<file path="src/rtl/hax_floor_request_scheduler.sv">
// Floor-select request scheduler: captures key presses into a pending set and
// offers targets to the elevator core in SCAN order over a valid/ready handshake.
module hax_floor_request_scheduler #(
  parameter int NUM_FLOORS = 10,
  parameter int FLOOR_W    = 4
) (
  input  logic                  CLOCK_50,
  input  logic                  KEY0_n,
  input  logic                  req_key_n,
  input  logic [FLOOR_W-1:0]    req_floor,
  input  logic [FLOOR_W-1:0]    cur_floor,
  input  logic                  tgt_ready,
  output logic                  tgt_valid,
  output logic [FLOOR_W-1:0]    tgt_floor,
  output logic [NUM_FLOORS-1:0] pending,
  output logic                  dir_up
);

  typedef enum logic [1:0] {
    S_IDLE,
    S_SELECT,
    S_OFFER
  } state_e;

  state_e                  state_q, state_d;
  logic [NUM_FLOORS-1:0]   pending_q, pending_d;
  logic [NUM_FLOORS-1:0]   set_mask, clr_mask;
  logic [FLOOR_W-1:0]      tgt_q, tgt_d;
  logic                    dir_q, dir_d;
  logic                    key_prev_q;
  logic                    press;
  logic                    above_hit, below_hit;
  logic [FLOOR_W-1:0]      above_idx, below_idx;

  assign press = key_prev_q & ~req_key_n;

  // Shifting past the vector width yields zero, so out-of-range floors drop out.
  assign set_mask = press ? (NUM_FLOORS'(1) << req_floor) : '0;

  // Lowest pending floor above cur_floor and highest pending floor below it.
  always_comb begin
    above_hit = 1'b0;
    above_idx = '0;
    below_hit = 1'b0;
    below_idx = '0;
    for (int unsigned i = 0; i < NUM_FLOORS; i++) begin
      if (pending_q[i] && ((FLOOR_W+1)'(i) > {1'b0, cur_floor}) && !above_hit) begin
        above_hit = 1'b1;
        above_idx = FLOOR_W'(i);
      end
      if (pending_q[i] && ((FLOOR_W+1)'(i) < {1'b0, cur_floor})) begin
        below_hit = 1'b1;
        below_idx = FLOOR_W'(i);
      end
    end
  end

  always_comb begin
    state_d  = state_q;
    tgt_d    = tgt_q;
    dir_d    = dir_q;
    clr_mask = '0;
    case (state_q)
      S_IDLE: begin
        if (|pending_q) state_d = S_SELECT;
      end
      S_SELECT: begin
        if (dir_q) begin
          if (above_hit) begin
            tgt_d   = above_idx;
            state_d = S_OFFER;
          end else if (below_hit) begin
            tgt_d   = below_idx;
            dir_d   = 1'b0;
            state_d = S_OFFER;
          end else begin
            clr_mask = NUM_FLOORS'(1) << cur_floor;
            state_d  = S_IDLE;
          end
        end else begin
          if (below_hit) begin
            tgt_d   = below_idx;
            state_d = S_OFFER;
          end else if (above_hit) begin
            tgt_d   = above_idx;
            dir_d   = 1'b1;
            state_d = S_OFFER;
          end else begin
            clr_mask = NUM_FLOORS'(1) << cur_floor;
            state_d  = S_IDLE;
          end
        end
      end
      S_OFFER: begin
        if (tgt_ready) begin
          clr_mask = NUM_FLOORS'(1) << tgt_q;
          // A press landing on the transfer edge counts as remaining work.
          state_d  = (|((pending_q | set_mask) & ~clr_mask)) ? S_SELECT : S_IDLE;
        end
      end
      default: state_d = S_IDLE;
    endcase
    // Clear is applied after set so a same-edge press of the cleared floor loses.
    pending_d = (pending_q | set_mask) & ~clr_mask;
  end

  always_ff @(posedge CLOCK_50) begin
    if (!KEY0_n) begin
      state_q    <= S_IDLE;
      pending_q  <= '0;
      tgt_q      <= '0;
      dir_q      <= 1'b1;
      key_prev_q <= 1'b1;
    end else begin
      state_q    <= state_d;
      pending_q  <= pending_d;
      tgt_q      <= tgt_d;
      dir_q      <= dir_d;
      key_prev_q <= req_key_n;
    end
  end

  assign tgt_valid = (state_q == S_OFFER);
  assign tgt_floor = tgt_q;
  assign pending   = pending_q;
  assign dir_up    = dir_q;

endmodule
</file>
<file path="config.mk">
export PLATFORM = sky130hd
export DESIGN_NAME = hax_floor_request_scheduler
export DESIGN_NICKNAME = d
export VERILOG_FILES = /design/src/rtl/hax_floor_request_scheduler.sv
export SDC_FILE = /design/constraint.sdc
export NUM_CORES = 1
export LEC_CHECK = 0
export BUFFER_PORTS_ARGS = -buffer_cell sky130_fd_sc_hd__buf_2
export CORE_ASPECT_RATIO = 0.75
export CORE_MARGIN = 10
export CORE_UTILIZATION = 32
export DETAILED_ROUTE_END_ITERATION = 8
export SLEW_MARGIN = 0
export SYNTH_ARGS = -nofsm -noshare
export SYNTH_HDL_FRONTEND = slang
export SYNTH_SLANG_ARGS = --single-unit
</file>
<file path="constraint.sdc">
create_clock -name CLOCK_50 -period 3.9 [get_ports CLOCK_50]
set_input_delay 0.78 -clock CLOCK_50 [delete_from_list [all_inputs] [get_ports CLOCK_50]]
set_output_delay 0.78 -clock CLOCK_50 [all_outputs]
set_load 0.005 [all_outputs]
</file>
==> results.md, run 1 <==
Placed design:
- After detailed placement, the total cell area comes to approximately 1900 µm².
- After legalization and detailed placement, the total HPWL measured 4660 µm.
- The last weighted congestion value of the routability-driven placer is 0.926.
- The count of buffers added on input and output ports is 27.
- OpenSTA, run right after detailed placement, puts the worst setup slack at 1030 ps.

Critical path:
- Broken down by cell family, the worst path's largest delay share belongs to simple AND/OR/NAND/NOR gates.
- Data on the critical path is required at its endpoint by between 4000 and 5000 ps.
- The worst setup path is launched from an input port.
- The critical path is of the in -> reg type.
- For the worst setup path, the data arrival time is approximately 2800 ps.
- The capturing point of the worst reg2reg path is pending[2].
- Of all nets on the critical path, the largest fanout is 20.
- The critical path endpoint is pending[2].
- The startpoint of the worst setup timing path is cur_floor[3].
- The slowest stage of the critical path belongs to the cell sky130_fd_sc_hd__and4_1.
- The type of element capturing the critical path is a flop.
- Walking the worst path, the cells encountered are buf_2 > nor2_1 > a32oi_1 > and4_1 > nand3_1 > o32ai_1 > a211oi_1.
- For flop-to-flop paths, the worst setup slack is approximately 1600 ps.
- The count of cells along the worst register-to-register path is 6.
- The beginning of the worst register-to-register path is pending[4].
- The total buffers and inverters traversed by the critical path is 1.
- The maximum cell stage delay along the critical path is ~470 ps.
- Counting buffers and inverters, the worst setup path is 7 cells deep.

Layout:
- The total non-filler cell area in the finished layout is around 2000 µm².
- Fill cells in the final layout number approximately 600.
- The synthesis-to-finish area growth is 10.9%.
- The net count reported at finish is approximately 280.
- In the layout the commonest cells are sky130_fd_sc_hd__buf_2 (27), sky130_fd_sc_hd__nand2_1 (22), sky130_fd_sc_hd__nor2_1 (20), sky130_fd_sc_hd__o21ai_0 (18), sky130_fd_sc_hd__dfxtp_1 (18).
- The library cell used most frequently in the layout, excluding fill and tap cells, is sky130_fd_sc_hd__buf_2.
- Cells fill around 37% of the core in the end.
- The share of final-layout standard cells stronger than drive strength 1 is about 15%.
- The number of diodes added for antenna fixing is 0.

Clocking:
- Buffers inserted to repair hold after CTS numbered 0.
- After clock tree synthesis, the clock-pin slew on the worst setup and hold paths is ~70 ps.
- The number of clock sinks is 18.
- The maximum clock insertion buffer count is 2.
- TritonCTS built the clock tree.
- Counting the buffers created by CTS gives 3.
- The later-pin clock latency in the skew report is 260 ps.
- The buffers inserted during post-CTS setup optimization is 0.
- The post-cts resize count is 0.
- The library cell used as clock root buffer is sky130_fd_sc_hd__clkbuf_8.
- In this run the number of H-tree levels came out at 1.

Synth:
- The number of enable flip-flop cells after synthesis is 0.
- Synthesis inferred 18 register bits.
- The net count after synthesis is 268.
- The number of warnings issued by yosys is 0.
- Of the post-synthesis cell area, the dominant cell type holds ~20%.
- For this run, the leading register cell type out of synthesis is sky130_fd_sc_hd__dfxtp_1.
- Yosys mapped the design onto 57 distinct sky130hd cell types.
- The share of synthesized area occupied by flip-flops and latches is around 20%.
- The cell type with the largest total area after synthesis is sky130_fd_sc_hd__dfxtp_1.
- Dividing the synthesized area by the synthesized cell count gives about 7 µm².
- Synthesis handed over a netlist of 252 instances.
- Sorting the synthesized cells by area gives the leading types as sky130_fd_sc_hd__dfxtp_1 (20%), sky130_fd_sc_hd__o21ai_0 (5.0%), sky130_fd_sc_hd__nand2_1 (4.6%), sky130_fd_sc_hd__a21oi_1 (4.4%), sky130_fd_sc_hd__a211oi_1 (4.2%).
- The cell area after synthesis is 1800 µm².
- The fraction of synthesis flops using an asynchronous set or reset pin is 0%.

Pwr:
- Summed over all cells, the static leakage comes to between 0.7 and 0.8 nW.
- The worst-case IR drop observed on VDD is 0.132 mV.
- Power spread over the standard cell area amounts to between 200 and 300 nW/µm².
- Overall power consumption after layout is estimated at roughly 560 µW.

Min path:
- The path class of the tightest hold or removal check is reg -> reg.

Global route:
- The overall fraction of global-route tracks in use is approximately an eighth.
- The number of global-route vias before repair came to roughly 1800.
- The global-route congestion overflow total is 0.
- The maximum number of pins on one net before global-route repair is 21.
- The number of antenna violations at the first check in global routing is 0.
- The first global-routing pass estimated 9840 µm of wire.

STA:
- The worst setup slack after layout is 1280 ps.
- In this run the tightest slew margin relative to its limit is about 64%.
- The routed design could run at a clock period as short as around 2600 ps.
- Setup repair after global routing left no endpoint under its margin.
- For the pin with the worst max-slew slack, the measured transition is between 500 and 600 ps.
- The final count of pins violating max slew is 0.
- The maximum clock skew at final layout is about 0.75 ps.
- The post-route clock period utilization is about two thirds.
- The post-route setup TNS is 0 ps.
- The number of endpoints with negative hold slack in the final report is 0.
- Setup violations remaining at the end of the flow were counted as 0.
- The fmax is around 0.38 GHz.

Routing:
- Using the TritonRoute via totals, the vias-per-cell ratio works out to 6.21.
- The starting DRC count in detailed routing is 309.
- Dividing the detail-routed wire length by the instance count gives around 18 µm.
- The routed layout has between 2000 and 2500 vias.
- The iteration count of the initial detailed-routing pass is 5.
- The detail route stage leaves a number of antenna-violating nets equal to 0.
- The total routed wirelength is slightly above 6000 µm.
- For this run, design rule violations remaining after detail routing come to 0.

Run status:
- The flow ran to the end, and the final reports show no timing, DRC or antenna violations.

Floorplanning:
- The number of standard-cell rows in the floorplan is 23.
- The placeable core region is between 5000 and 6000 µm².
- In this run the horizontal extent of the chip is between 100 and 150 µm.
- The vertical die dimension is around 85 µm.
- The die outline area is approximately 9100 µm².
- In this run the count of I/O pins placed on the die edge is 28.
- Once the floorplan was initialized, standard cells occupied between 30% and 40% of the core.

Flow run:
- The tool flagged a number of max-cap violations equal to 0.
synth_stat cells (2+ instances only):
master and n:
sky130_fd_sc_hd__nand2_1 22, sky130_fd_sc_hd__nor2_1 20, sky130_fd_sc_hd__dfxtp_1 18, sky130_fd_sc_hd__o21ai_0 18, sky130_fd_sc_hd__a21oi_1 16, sky130_fd_sc_hd__clkbuf_1 14, sky130_fd_sc_hd__inv_1 11, sky130_fd_sc_hd__a211oi_1 10
sky130_fd_sc_hd__nand3_1 9, sky130_fd_sc_hd__nor2b_1 8, sky130_fd_sc_hd__nand2b_1 7, sky130_fd_sc_hd__nor3_1 7, sky130_fd_sc_hd__o22ai_1 7, sky130_fd_sc_hd__a31oi_1 6, sky130_fd_sc_hd__nand4_1 6, sky130_fd_sc_hd__a21o_1 4
sky130_fd_sc_hd__ha_1 4, sky130_fd_sc_hd__or3_1 4, sky130_fd_sc_hd__a311oi_1 3, sky130_fd_sc_hd__and2_1 3, sky130_fd_sc_hd__nor3b_1 3, sky130_fd_sc_hd__nor4_1 3, sky130_fd_sc_hd__o21a_1 3, sky130_fd_sc_hd__o2bb2ai_1 3
sky130_fd_sc_hd__o32ai_1 3, sky130_fd_sc_hd__a41oi_1 2, sky130_fd_sc_hd__buf_6 2, sky130_fd_sc_hd__mux2i_1 2, sky130_fd_sc_hd__o211ai_1 2, sky130_fd_sc_hd__o21ai_1 2, sky130_fd_sc_hd__o31ai_1 2, sky130_fd_sc_hd__o32a_1 2
sky130_fd_sc_hd__or2_2 2
kinds of logic (layout without fill, tap and decap cells):
logic type / after synthesis / after routing / synth area share (%)
compound gates: 95 / 95 / 37.3
fa+ha+maj: 4 / 4 / 2.78
buf+inv: 29 / 42 / 7.15
flops: 18 / 18 / 20.0
mux: 2 / 2 / 1.11
simple gates: 104 / 104 / 31.7
where the power goes:
group | switching (mW) | internal [mW] | leakage [nW] | total [mW]
clock network | 0.0680 | 0.0899 | 0.0288 | 0.158
registers | 0.0246 | 0.196 | 0.146 | 0.220
logic | 0.114 | 0.0680 | 0.568 | 0.183
area by class of cell:
class	count	area, µm²	share of cell area (%)
clock buffers	4	55.1	2.75
inverters	11	41.3	2.07
multi-input cells	205	1310	65.7
flip-flops and latches	18	360	18.0
well taps	75	93.8	4.69
repair buffers	27	135	6.76
through the flow:
step                cells  hold slack (ps)
floorplan             252              518
global placement      336              550
detailed placement    336              564
CTS                   340              577
global route          340              632
finish                340              577
worst register-to-register path, cell delays in order (launching register included):
cell	delay [ps]
sky130_fd_sc_hd__dfxtp_1	400
sky130_fd_sc_hd__or2_2	370
sky130_fd_sc_hd__a32oi_1	370
sky130_fd_sc_hd__and4_1	470
sky130_fd_sc_hd__nand3_1	150
sky130_fd_sc_hd__o32ai_1	290
sky130_fd_sc_hd__a211oi_1	130
metal layers:
| metal | global-route usage [%] | share of wire, % | up-vias |
|---|---|---|---|
| li1 | - | - | 988 |
| met5 | 0 | 0 | - |
| met4 | 2.21 | 1.2 | 0 |
| met1 | 19.4 | 46 | 968 |
| met2 | 17.8 | 40 | 141 |
| met3 | 4.23 | 12 | 14 |
state kept, by name, summed over array words and instances, names as in the netlist:
register and cells:
dir_up 1, key_prev_q 1, pending 10, tgt_floor 4, state_q 2
worst min-delay path by stage:
stage                     slack [ps]          to  depth (start not counted)       start
after floorplan                  520  state_q[1]                          2  state_q[1]
after global placement           550  state_q[1]                          2  state_q[1]
after detailed placement         560  state_q[1]                          2  state_q[1]
after CTS                        580  state_q[1]                          2  state_q[1]
after global routing             630  state_q[1]                          2  state_q[1]
final                            580  state_q[1]                          2  state_q[1]
Power figures use the tool's default switching activity.
==> inputs of run 2 (changes only) <==
==> constraint.sdc (replaced) <==
create_clock -name CLOCK_50 -period 2.3 [get_ports CLOCK_50]
set_input_delay 0.46 -clock CLOCK_50 [delete_from_list [all_inputs] [get_ports CLOCK_50]]
set_output_delay 0.46 -clock CLOCK_50 [all_outputs]
set_load 0.005 [all_outputs]
==> results.md, run 2 (synthesis results as in run 1) <==
Clocking:
- The later-pin clock latency in the skew report is 260 ps.
- The number of clock sinks is 18.
- In this run the number of H-tree levels came out at 1.
- After clock tree synthesis, the flow added hold-fix buffers numbering 0.
- Clock-pin slew was measured on the worst setup and hold paths at 70 ps.
- In this run the clock root is driven by a sky130_fd_sc_hd__clkbuf_8.
- The buffers inserted during post-CTS setup optimization is 0.
- The CTS tree is done.
- The maximum clock insertion buffer count is 2.
- The CTS buffer count is 3.
- After clock tree synthesis, the repair step resized 0 gates.

Critical path:
- The worst register-to-register path has a depth of 6.
- The setup check on the worst reg-to-reg path leaves a slack of 210 ps.
- The largest fanout of any net on the critical path is 8.
- The type of element capturing the critical path is a flop.
- The data arrival time of the critical path is between 2000 and 2500 ps.
- Together, buffers and inverters on the worst path number 1.
- In this run the critical register-to-register path is captured at tgt_floor[1].
- For the worst setup path, the data required time is 2430 ps.
- The critical path goes through buf_2 > or4_1 > o221a_2 > and4_1 > a311oi_1 > a22o_1 > a21oi_1.
- The worst-path cell with the longest stage delay is sky130_fd_sc_hd__or4_1.
- The gate family responsible for the most delay along the worst path is compound AO/OA/AOI/OAI gates.
- The critical path class is in -> reg.
- STA classifies the critical path startpoint as an input port.
- The maximum cell stage delay along the critical path is 520 ps.
- The startpoint identified for the worst register-to-register timing path is pending[9].

STA:
- For this run, the top clock speed supported by timing is between 0.4 and 0.5 GHz.
- The routed design could run at a clock period as short as ~2100 ps.
- The post-route setup TNS is 0 ps.
- On the final layout, the worst clock skew is between 3 and 4 ps.
- The final count of pins violating max slew is 0.
- In this run the tightest slew margin relative to its limit is about two thirds.
- Setup violations remaining at the end of the flow were counted as 0.
- The number of endpoints with negative hold slack in the final report is 0.
- The worst setup slack after layout is between 150 and 200 ps.
- After layout, the worst path uses around nine tenths of the clock period.
- Setup repair after global routing left no endpoint under its margin.
- Across all hold checks on the routed design, the worst slack comes to between 400 and 500 ps.
- The transition time at the pin with the least slew margin is 487 ps.

Layout:
- The number of antenna diodes in the final layout is 0.
- The total area of sequential cells is about 360 µm².
- The library cells used most frequently in the layout, excluding fill and tap cells, are sky130_fd_sc_hd__buf_4 (31), sky130_fd_sc_hd__buf_2 (27), sky130_fd_sc_hd__nand2_1 (22), sky130_fd_sc_hd__nor2_1 (20).
- The final standard cell utilization of the core is about two fifths.
- The net count reported at finish is around 310.
- The most common cell after layout, fill and taps aside is sky130_fd_sc_hd__buf_4.
- The flip-flop count of the largest register, all copies and words added is 10.
- The multi-input combinational cells in the finished layout cover a total of 1310 µm².
- The area growth from synthesis to layout is 23.8%.
- The finished layout holds roughly 370 standard cells, fillers aside.
- The count of fill cells added during filler insertion is approximately 620.
- Of the cells placed in the final design, the portion with a size suffix greater than 1 is between 20% and 30%.

Min path:
- The worst hold path passes through 2 cells.
- The startpoint identified for the worst hold timing path is req_key_n.
- The path with the worst hold slack has its endpoint at key_prev_q.
- The min-delay analysis places its worst path in the category in -> reg.

Routing:
- The DRC violation count after routing is 0.
- In the final routed layout, each cell accounts on average for between 15 and 20 µm.
- The count of nets left with antenna violations after detail routing is 0.
- The total routed wirelength is between 6000 and 7000 µm.
- The starting DRC count in detailed routing is between 200 and 300.
- The iteration count of the initial detailed-routing pass is 5.
- The routed layout has approximately 2200 vias.
- The mean number of vias per cell is 5.90.

Global route:
- The overall fraction of global-route tracks in use is 13.7%.
- After global routing the overflow that remains totals 0.
- The number of antenna violations at the first check in global routing is 0.
- The maximum number of pins on one net before global-route repair is 16.
- The first global-routing pass estimated between 10000 and 15000 µm of wire.
- The number of global-route vias before repair was roughly 2000.

Floorplanning:
- The starting density of the core is 33.3%.
- In this run the standard cell core region covers around 5400 µm².
- The floorplan step defined a die boundary enclosing roughly 9100 µm².
- The initialized floorplan defines 23 standard-cell rows.
- During I/O placement, the number of pins put on the boundary was 28.
- From left edge to right edge, the die measures 107 µm.
- The vertical die dimension is 85.0 µm.

Pwr:
- For this design the static power due to leakage is ~0.9 nW.
- The maximum VDD drop is 0.213 mV.
- The power per cell area is 436 nW/µm².

Placed design:
- The HPWL reported at the end of detailed placement is around 5300 µm.
- The post-placement cell count is around 370.
- The last weighted congestion value of the routability-driven placer is 0.961.
- The quantity of I/O buffers inserted on ports is 27.
- At the placement stage, the worst setup path has a slack of -79.9 ps.

Run status:
- The run finished with clean final reports.

Flow run:
- The tool flagged a number of max-cap violations equal to 0.
==> run 2: cell types whose count changed in the layout (fill, tap and decap cells not counted), sizes merged <==
cell	change
buf	+31
==> run 2: final cells by class <==
cell class | instances | area share [%]
Sequential cell | 18 | 16.1
Inverter | 11 | 1.85
Tap cell | 75 | 4.20
Timing Repair Buffer | 58 | 16.5
Multi-Input combinational cell | 205 | 58.9
Clock buffer | 4 | 2.47
==> run 2: worst max-delay path by stage <==
stage	from	end	slack, ps	cells after the start
finish	cur_floor[2]	tgt_floor[1]	180	7
global route	pending[4]	pending[6]	40	8
CTS	cur_floor[2]	tgt_floor[1]	190	7
detailed placement	cur_floor[2]	tgt_floor[1]	-80	7
global placement	cur_floor[2]	tgt_floor[1]	-80	7
floorplan	cur_floor[1]	pending[6]	120	7
==> run 2: per-layer routing <==
metal  vias to the layer above  part of all wire [%]  GRT usage, %
met3                         2                   9.5          2.95
met1                      1026                    48          20.4
li1                       1050                     -             -
met4                         0                  0.15          1.60
met2                       110                    42          19.9
met5                         -                     0             0
==> run 2: stage by stage <==
stage / total power, mW / instance area (µm²)
after detailed placement: 0.713 / 2180
after global placement: 0.711 / 2180
final: 0.974 / 2230
after global routing: 1.03 / 2230
after CTS: 0.974 / 2230
after floorplan: 0.593 / 1800
==> run 2: worst register-to-register path, cell delays in order, from the launching register on <==
cell                       delay, ps
sky130_fd_sc_hd__dfxtp_1         470
sky130_fd_sc_hd__or4b_1          490
sky130_fd_sc_hd__o221a_2         160
sky130_fd_sc_hd__and4_1          230
sky130_fd_sc_hd__a311oi_1        340
sky130_fd_sc_hd__a22o_1          210
sky130_fd_sc_hd__a21oi_1          60
==> run 2: report_power, final <==
group	switching [mW]	internal, mW
clock network	0.108	0.152
logic	0.205	0.141
registers	0.0363	0.332
total	0.349	0.625
==> inputs of run 3 (changes only) <==
==> constraint.sdc (replaced) <==
create_clock -name CLOCK_50 -period 2.4 [get_ports CLOCK_50]
set_input_delay 0.48 -clock CLOCK_50 [delete_from_list [all_inputs] [get_ports CLOCK_50]]
set_output_delay 0.48 -clock CLOCK_50 [all_outputs]
set_load 0.005 [all_outputs]
==> results.md, run 3 (synthesis results as in run 1) <==
Flow run:
- The count of max-cap constraint violations is 0.

Global route:
- The first-pass GRT wire length is between 10000 and 15000 µm.
- The number of antenna violations at the first check in global routing is 0.
- The number of global-route vias before repair is 1896.
- Global routing used a little over an eighth of the available tracks across all layers.
- Global routing finished with a remaining overflow of 0.
- The maximum number of pins on one net before global-route repair is 16.

Pwr:
- The clock power share is between 20 and 30%.
- For this design the total switching power over the nets is ~340 µW.
- The cell leakage power is 0.862 nW.
- In this run, flip-flops and latches consume 37.9% of the power.
- Per report_power, the combinational group accounts for 34.6% of the total.
- In this run switching power makes up between 30% and 40% of total power.
- The power per cell area is about 430 nW/µm².
- The worst-case IR drop observed on VDD is 0.180 mV.
- The design internal power is between 500 and 600 µW.
- The total chip power is 933 µW.

Layout:
- 0 antenna diodes ended up in the layout.
- The flip-flop count of the largest register, all copies and words added is 10.
- The net count reported at finish is about 300.
- In the layout the commonest cells are sky130_fd_sc_hd__buf_2 (27), sky130_fd_sc_hd__buf_4 (24), sky130_fd_sc_hd__nand2_1 (22), sky130_fd_sc_hd__nor2_1 (20).
- Leaving out fill and tap cells, the most frequent cell in the layout is sky130_fd_sc_hd__buf_2.
- The synthesis-to-finish area growth is 20.9%.
- After routing the design area is 2180 µm².
- Of the cells placed in the final design, the portion with a size suffix greater than 1 is between 20 and 25%.
- Fill cells in the final layout number 574.

Floorplanning:
- The total area inside the core boundary comes to between 5000 and 6000 µm².
- The number of standard-cell rows in the floorplan is 23.
- The I/O pin total is 28.
- The vertical die dimension is around 85 µm.
- Once the floorplan was initialized, standard cells occupied about 33% of the core.
- The floorplan step defined a die boundary enclosing between 9000 and 10000 µm².
- The die width is about 110 µm.

Clocking:
- The later-pin clock latency in the skew report is between 200 and 300 ps.
- Buffers inserted during clock tree synthesis total 3.
- The CTS tree is done.
- The post-cts resize count is 0.
- The buffers inserted during post-CTS setup optimization is 0.
- In this run the number of H-tree levels came out at 1.
- Counting along the longest clock path gives a buffer depth of 2.
- The clock-pin slew reported for the worst setup and hold paths after clock tree synthesis is ~70 ps.
- The clock drives 18 sinks.
- In this run, post-CTS hold repair placed 0 buffers.
- The library cell used as clock root buffer is sky130_fd_sc_hd__clkbuf_8.

Routing:
- The detailed-routed wire length on met2 is between 2000 and 2500 µm.
- The sum of routed wire segments on met1 is a little over 3000 µm.
- The iteration count of the initial detailed-routing pass is 5.
- The highest layer used for signal routing is met4.
- The routed wire length on met3 is slightly above 700 µm.
- The detailed-route via count is between 2000 and 2500.
- The DRC violation count after routing is 0.
- The count of nets left with antenna violations after detail routing is 0.
- For this block, the initial DRC count from the detailed router was 290.
- In the final routed layout, each cell accounts on average for around 18 µm.
- The total routed wirelength is 6440 µm.
- Dividing the detail-routed via count by the number of cells gives about 6.

STA:
- The fmax is around 0.47 GHz.
- At the pin with the least slew margin, the transition time is 530 ps.
- Hold is met by around 440 ps.
- The post-route setup TNS is 0 ps.
- The worst relative slew slack is between 60% and 70%.
- The final count of pins violating max slew is 0.
- Setup repair after global routing left no endpoint under its margin.
- The clock arrives with 5.96 ps of skew.
- The number of endpoints with negative hold slack in the final report is 0.
- The routed design could run at a clock period as short as ~2100 ps.
- The setup violation total in the final timing report is 0.
- The post-route clock period utilization is roughly 90%.

Critical path:
- The required time of the critical path is roughly 2500 ps.
- STA classifies the critical path startpoint as a flop.
- In this run the critical register-to-register path is launched from pending[4].
- The largest fanout of any net on the critical path is 9.
- For the worst flop-to-flop path, the logic depth is 7.
- The worst setup path is of the reg -> reg kind.
- The critical path endpoint is pending[6].
- The worst setup path is captured at a flop.
- The startpoint of the worst setup timing path is pending[4].
- Data arrives at the worst endpoint at between 2000 and 2500 ps.
- The worst register-to-register path has a setup slack of 280 ps.
- In this run the critical register-to-register path is captured at pending[6].

Run status:
- The run finished with clean final reports.

Placed design:
- In this run the tool buffered the top-level ports with 27 buffer cells.
- Summed over all nets, the half-perimeter wirelength after detailed placement is ~5200 µm.
- Routability-driven placement finished with a final weighted congestion of ~0.98.
- Summing all placed instances gives a cell area of approximately 2100 µm².

Min path:
- The min-delay analysis places its worst path in the category in -> reg.
- The cell count of the worst hold path is 2.
run 3: cell types whose count changed in the layout (fill, tap and decap cells not counted), sizes merged:
cell  delta
buf      -7
run 3: per-stage QoR:
stage	worst slack, ps	utilization, %	cells
after floorplan	203	-	252
after global placement	15.6	39.3	360
after detailed placement	22.1	39.3	360
after CTS	297	40.3	364
after global routing	168	40.3	364
final	278	40.3	364
run 3: how the worst min path moves through the flow:
| stage | slack, ps | to | start |
|---|---|---|---|
| final | 440 | key_prev_q | req_key_n |
| after global routing | 460 | key_prev_q | req_key_n |
| after CTS | 440 | key_prev_q | req_key_n |
| after detailed placement | 560 | state_q[1] | state_q[1] |
| after global placement | 550 | state_q[1] | state_q[1] |
| after floorplan | 520 | state_q[1] | state_q[1] |
run 3: cell type report:
cell class / instances / area [µm²] / area share [%]
Sequential cell: 18 / 360 / 16.5
Inverter: 11 / 41.3 / 1.89
Multi-Input combinational cell: 205 / 1310 / 60.3
Timing Repair Buffer: 51 / 315 / 14.5
Clock buffer: 4 / 55.1 / 2.53
Tap cell: 75 / 93.8 / 4.31
run 3: critical path, cell delays in order, from the launching register on:
cell and delay (ps):
sky130_fd_sc_hd__dfxtp_1 420, sky130_fd_sc_hd__or2_2 390, sky130_fd_sc_hd__nor3b_2 210, sky130_fd_sc_hd__nor4b_4 250, sky130_fd_sc_hd__buf_4 210, sky130_fd_sc_hd__nand4_2 130, sky130_fd_sc_hd__o32ai_1 260, sky130_fd_sc_hd__a211oi_1 110
run 3: layer usage:
metal,vias up,track usage (%)
li1,1037,-
met3,14,4.00
met5,-,0
met2,137,17.9
met4,0,3.44
met1,1005,20.0
run 3: power groups by stage:
stage,Sequential [mW],Clock (mW),Combinational (mW)
after floorplan,0.342,0,0.226
after detailed placement,0.359,0,0.314
final,0.353,0.256,0.323
after global routing,0.358,0.269,0.353
after CTS,0.352,0.258,0.316
after global placement,0.360,0,0.313
